===== config.mk =====
export PLATFORM = sky130hd
export DESIGN_NAME = bcd_score_counter
export DESIGN_NICKNAME = d
export VERILOG_FILES = /design/src/rtl/bcd_score_counter.sv
export SDC_FILE = /design/constraint.sdc
export NUM_CORES = 1
export LEC_CHECK = 0
export BUFFER_PORTS_ARGS = -buffer_cell sky130_fd_sc_hd__buf_4
export CELL_PAD_IN_SITES_DETAIL_PLACEMENT = 1
export CELL_PAD_IN_SITES_GLOBAL_PLACEMENT = 1
export CORE_AREA = 10 10 80 117
export CTS_CLUSTER_DIAMETER = 150
export DETAILED_ROUTE_END_ITERATION = 10
export DIE_AREA = 0 0 90 127
export PLACE_DENSITY_LB_ADDON = 0.15
export SKIP_LAST_GASP = 1
export SLEW_MARGIN = 30
export SYNTH_ARGS = -nofsm -noshare
export SYNTH_HDL_FRONTEND = slang
export SYNTH_SLANG_ARGS = --single-unit

===== constraint.sdc =====
create_clock -name clk -period 2.7 [get_ports clk]
set_input_delay 0 -clock clk [delete_from_list [all_inputs] [get_ports clk]]
set_output_delay 0 -clock clk [all_outputs]
set_load 0.05 [all_outputs]

===== src/rtl/bcd_score_counter.sv =====
// bcd_score_counter
//   Packed-BCD score register with clear, load and weighted increment/decrement.
//   Inc/dec use the weight 10^digit_sel with full decimal carry/borrow. Results
//   clip to all 9s (inc) or 0 (dec), and sat reports the clip. Status strobes
//   are registered, so they appear in the cycle after the sampling edge.
//
//   Request handshake: requests are level-sampled on every rising clk edge.
//   There is no ready/busy signal. A request held high for N edges counts as
//   N requests. Priority: clear > load > inc/dec.
//
// Ports
//   clk        in   clock, rising edge
//   rst        in   asynchronous active-high reset
//   clear      in   set score to 0
//   load       in   load load_value (rejected with err if any digit > 9)
//   load_value in   [4*DIGITS-1:0] BCD value, digit 0 (ones) in [3:0]
//   inc        in   add 10^digit_sel
//   dec        in   subtract 10^digit_sel
//   digit_sel  in   [SW-1:0] weight exponent (>= DIGITS is rejected with err)
//   score      out  [4*DIGITS-1:0] registered BCD score
//   at_max     out  score is all 9s
//   at_min     out  score is 0
//   upd        out  one-cycle strobe: score changed on the previous edge
//   sat        out  one-cycle strobe: previous inc/dec was clipped
//   err        out  one-cycle strobe: previous request was illegal
module bcd_score_counter #(
    parameter int DIGITS = 3,
    parameter int SW     = (DIGITS > 1) ? $clog2(DIGITS) : 1
) (
    input  logic                  clk,
    input  logic                  rst,
    input  logic                  clear,
    input  logic                  load,
    input  logic [4*DIGITS-1:0]   load_value,
    input  logic                  inc,
    input  logic                  dec,
    input  logic [SW-1:0]         digit_sel,
    output logic [4*DIGITS-1:0]   score,
    output logic                  at_max,
    output logic                  at_min,
    output logic                  upd,
    output logic                  sat,
    output logic                  err
);

    typedef enum logic {
        ST_IDLE   = 1'b0,
        ST_REPORT = 1'b1
    } state_t;

    localparam logic [4*DIGITS-1:0] ALL_NINES = {DIGITS{4'h9}};

    state_t              state_q, state_d;
    logic [4*DIGITS-1:0] score_q, score_d;
    logic                upd_q, upd_d;
    logic                sat_q, sat_d;
    logic                err_q, err_d;

    logic [4*DIGITS-1:0] inc_res;
    logic                inc_ovf;
    logic [4*DIGITS-1:0] dec_res;
    logic                dec_unf;
    logic                load_ok;
    logic                sel_ok;

    assign sel_ok = (int'(digit_sel) < DIGITS);

    // Every load digit must be a legal BCD digit.
    always_comb begin
        load_ok = 1'b1;
        for (int i = 0; i < DIGITS; i++) begin
            if (load_value[4*i +: 4] > 4'd9) begin
                load_ok = 1'b0;
            end
        end
    end

    // Add 10^digit_sel: digits below the selected one pass through, the
    // selected digit takes the +1, and the carry ripples upward.
    always_comb begin : inc_calc
        logic       carry;
        logic [3:0] d;
        carry   = 1'b0;
        d       = 4'd0;
        inc_res = score_q;
        for (int i = 0; i < DIGITS; i++) begin
            d = score_q[4*i +: 4];
            if (i == int'(digit_sel)) begin
                carry = 1'b1;
            end
            if (carry) begin
                if (d == 4'd9) begin
                    d     = 4'd0;
                    carry = 1'b1;
                end else begin
                    d     = d + 4'd1;
                    carry = 1'b0;
                end
            end
            inc_res[4*i +: 4] = d;
        end
        inc_ovf = carry;
    end

    // Subtract 10^digit_sel with decimal borrow. A borrow out of the top
    // digit means score < 10^digit_sel.
    always_comb begin : dec_calc
        logic       borrow;
        logic [3:0] d;
        borrow  = 1'b0;
        d       = 4'd0;
        dec_res = score_q;
        for (int i = 0; i < DIGITS; i++) begin
            d = score_q[4*i +: 4];
            if (i == int'(digit_sel)) begin
                borrow = 1'b1;
            end
            if (borrow) begin
                if (d == 4'd0) begin
                    d      = 4'd9;
                    borrow = 1'b1;
                end else begin
                    d      = d - 4'd1;
                    borrow = 1'b0;
                end
            end
            dec_res[4*i +: 4] = d;
        end
        dec_unf = borrow;
    end

    // Request decode and next-state logic.
    always_comb begin
        score_d = score_q;
        sat_d   = 1'b0;
        err_d   = 1'b0;
        if (clear) begin
            score_d = '0;
        end else if (load) begin
            if (load_ok) begin
                score_d = load_value;
            end else begin
                err_d = 1'b1;
            end
        end else if (inc && dec) begin
            // Opposing requests cancel. This takes priority over the
            // digit_sel legality check.
            score_d = score_q;
        end else if (inc || dec) begin
            if (!sel_ok) begin
                err_d = 1'b1;
            end else if (inc) begin
                if (inc_ovf) begin
                    score_d = ALL_NINES;
                    sat_d   = 1'b1;
                end else begin
                    score_d = inc_res;
                end
            end else begin
                if (dec_unf) begin
                    score_d = '0;
                    sat_d   = 1'b1;
                end else begin
                    score_d = dec_res;
                end
            end
        end
        upd_d = (score_d != score_q);

        state_d = ST_IDLE;
        if (upd_d || sat_d || err_d) begin
            state_d = ST_REPORT;
        end
    end

    always_ff @(posedge clk or posedge rst) begin
        if (rst) begin
            state_q <= ST_IDLE;
            score_q <= '0;
            upd_q   <= 1'b0;
            sat_q   <= 1'b0;
            err_q   <= 1'b0;
        end else begin
            state_q <= state_d;
            score_q <= score_d;
            upd_q   <= upd_d;
            sat_q   <= sat_d;
            err_q   <= err_d;
        end
    end

    // Strobes are visible only while the FSM is in REPORT.
    assign score  = score_q;
    assign at_max = (score_q == ALL_NINES);
    assign at_min = (score_q == '0);
    assign upd    = (state_q == ST_REPORT) && upd_q;
    assign sat    = (state_q == ST_REPORT) && sat_q;
    assign err    = (state_q == ST_REPORT) && err_q;

endmodule


==> results.sh <==
export IMPL_grt_overflow=0
export IMPL_power_density_mw_per_mm2=399
export IMPL_period_minus_slack_ps=2720
export IMPL_relSlewSlack_pct=46.5
export IMPL_num_vias=3705
export IMPL_htree_levels=1
export IMPL_period_share_pct=101
export IMPL_path_class="reg2reg"
export IMPL_start_util_pct=36.7
export IMPL_die_x_um=90
export IMPL_hold_viol=0
export IMPL_fin_skew_ps=7.80
export IMPL_cp_end_kind="flop"
export IMPL_ys_seq_elements=16
export IMPL_antenna_found_initial=0
export IMPL_clk_pin_slew_ps=60
export IMPL_wl_per_cell_um=25.1
export IMPL_cellLeakagePower_uw=0.00157
export IMPL_synth_nets=413
export IMPL_io_buffer_count=36
export IMPL_rsz0062_at_grt="yes"
export IMPL_stdcell_count=571
export IMPL_fin_ws_ps=-23.1
export IMPL_maxSlewViolCount=0
export IMPL_dpl_cell_area_mm2=0.00348
export IMPL_ioPinCount=37
export IMPL_grt_max_degree=42
export IMPL_async_flop_share_pct=100
export IMPL_cp_top_family="simple AND/OR/NAND/NOR gates"
export IMPL_first_pass_iters=5
export IMPL_dpl_worst_slack_ps=-222
export IMPL_synth_edf_count=0
export IMPL_num_rows=39
export IMPL_fin_nets=499
export IMPL_drt_iter0_drc=376
export IMPL_synthDominantCellAreaShare_pct=14.8
export IMPL_dpl_cell_count=554
export IMPL_avgViaCountPerCell=6.49
export IMPL_ys_top_cells_by_count="37 x nand2_1, 36 x a21oi_1, 26 x o21ai_0, 24 x nor2_1, 19 x clkbuf_1"
export IMPL_worstPathMaxFanout=7
export IMPL_cts_root_buf="clkbuf_16"
export IMPL_fmax_mhz=367
export IMPL_fillers=932
export IMPL_yosysWarnings=0
export IMPL_synth_area_leader_cell="dfrtp_1"
export IMPL_synth_cell_types=76
export IMPL_dp_final_hpwl_mm=10.9
export IMPL_slowest_delay_ps=510
export IMPL_area_delta_synth_final_pct=42.6
export IMPL_grt_pass1_vias=3875
export IMPL_arrival_ps=2920
export IMPL_die_area_mm2=0.0114
export IMPL_cts_tree="yes"
export IMPL_final_area_mm2=0.00386
export IMPL_critPathBufInv=2
export IMPL_grt_use_total_pct=23.4
export IMPL_postRouteAntennaNets=0
export IMPL_worstPathRequired_ps=2900
export IMPL_syn_area_per_cell_um2=7.05
export IMPL_peakVddDrop_mv=0.259
export IMPL_grt_pass1_wl_mm=21.4
export IMPL_worst_pin_slew_ps=801
export IMPL_crit_top_cell="buf_4"
export IMPL_synth_most_common_cell="nand2_1"
export IMPL_synthCells=384
export IMPL_hold_class="in2reg"
export IMPL_diodes=0
export IMPL_power_uw=1540
export IMPL_clock_sinks=16
export IMPL_clock_path_buffers=2
export IMPL_setup_violations=2
export IMPL_netlist_area_mm2=0.00271
export IMPL_fp_coreArea_mm2=0.00737
export IMPL_cts_buffers=3
export IMPL_cp_cell_sequence="buf_4 > or4_1 > o21ai_0 > a211o_1 > a31oi_1 > buf_4 > nor4b_1 > and4bb_2 > nand2_1"
export IMPL_drv_cap=0
export IMPL_wl_mm=14.3
export IMPL_insertion_delay_ps=270
export IMPL_die_h_um=127
export IMPL_violations="setup timing"
export IMPL_startpoint_type="flop"
export IMPL_yosysSeqAreaShare_pct=14.8
export IMPL_synth_main_ff_cell="dfrtp_1"
export IMPL_gp_congestion=1.03
export IMPL_cpMaxStageDelayCell="or4_1"
export IMPL_drive_above_1_share_pct=36.0
export IMPL_drcViolationCount=0
export IMPL_synthTopCellsByArea="dfrtp_1 15%, a21oi_1 6.7%, nand2_1 5.1%"
export IMPL_status="finished, violations left"
worst register-to-register path, delay by kind of cell, from the launching register on:
| family | cells | cell delay (ps) |
|---|---|---|
| flip-flops | 1 | 460 |
| AND/OR/NAND/NOR | 4 | 1240 |
| buffers and inverters | 2 | 390 |
| AO/OA/AOI/OAI | 3 | 590 |
state kept, by name (all words and copies together) (netlist names):
| register | flops |
|---|---|
| err_q | 1 |
| sat_q | 1 |
| score | 12 |
| state_q | 1 |
| upd_q | 1 |
timing repair:
item	4_1_cts	5_1_grt
gates cloned	0	0
gates resized for setup	7	39
hold buffers	1	0
hold endpoints to repair	16	0
pin swaps	1	20
endpoints found under the setup margin	2	2
setup buffers	4	8
cell usage in the layout (no fill, tap or decap), types with 3 or more instances in the layout:
cell       Yosys  routed
buf_4          0     108
nand2_1       37      37
a21oi_1       36      33
nor2_1        24      24
o21ai_0       26      22
a31oi_1       12      12
nor3_1        13      12
inv_1         14      11
nand3_1       10      10
nand2b_1       8       8
and2_1         8       8
o211ai_1       8       8
dfrtp_1       16       8
dfrtp_2        0       8
a211oi_1       7       7
or3_1          5       5
ha_1           9       5
buf_6          1       5
o21ai_1        1       4
nand4_1        4       4
nand3b_1       4       4
and3_1         4       4
nor2b_1        4       4
a211o_1        4       4
a311oi_1       4       4
a21o_1         4       4
o22ai_1        4       3
o2111ai_1      4       3
o21a_1         3       3
nor3b_1        4       3
ha_4           0       3
clkbuf_16      0       3
path summary, 6_finish.rpt:
kind	start	to	slack, ps	cells past startpoint
max	score[3]	upd_q	-20	9
min	clear	score[9]	20	2
max reg2reg	score[3]	upd_q	-20	9
min reg2reg	score[9]	score[9]	760	3
max in group asynchronous	rst	score[0]	1690	3
min in group asynchronous	rst	score[3]	460	3
kinds of logic (layout without fill, tap and decap cells):
logic type | count (synthesis) | count (layout) | synth area share (%)
simple gates | 154 | 154 | 32.9
mux | 3 | 3 | 1.16
xor+xnor | 2 | 2 | 0.925
fa+ha+maj | 9 | 9 | 4.16
buf+inv | 48 | 133 | 7.49
compound gates | 152 | 152 | 38.6
flops | 16 | 16 | 14.8
per-stage QoR:
step	hold WS, ps	utilization, %	TNS, ps
4_1_cts	13.1	49.4	0
2_1_floorplan	-86.7	-	0
5_1_grt	17.6	52.4	-61.4
3_5_place_dp	192	47.2	-417
3_3_place_gp	192	47.2	-413
6_report	19.3	52.4	-42.4
power by group:
part           internal [uW]  total (uW)  switching, uW  leakage (uW)
Clock                    227         356            129     0.0000442
Sequential               261         285           23.9      0.000194
Combinational            364         899            534       0.00133
Total                    853        1540            687       0.00157
routing by layer:
layer | wire (um) | vias to the layer above | track usage, %
met2 | 7200 | 178 | 41.2
met3 | 829 | 65 | 4.51
li1 | - | 1652 | -
met1 | 5390 | 1810 | 25.0
met5 | 0 | - | 0
met4 | 927 | 0 | 15.4
area by class of cell:
cell class / instances / area (um^2) / share of cell area, %
flip-flops and latches: 16 / 410 / 10.6
repair buffers: 114 / 877 / 22.7
inverters: 15 / 58.8 / 1.52
well taps: 102 / 128 / 3.31
clock buffers: 4 / 88.8 / 2.30
multi-input cells: 320 / 2300 / 59.5
Power figures use the tool's default switching activity.
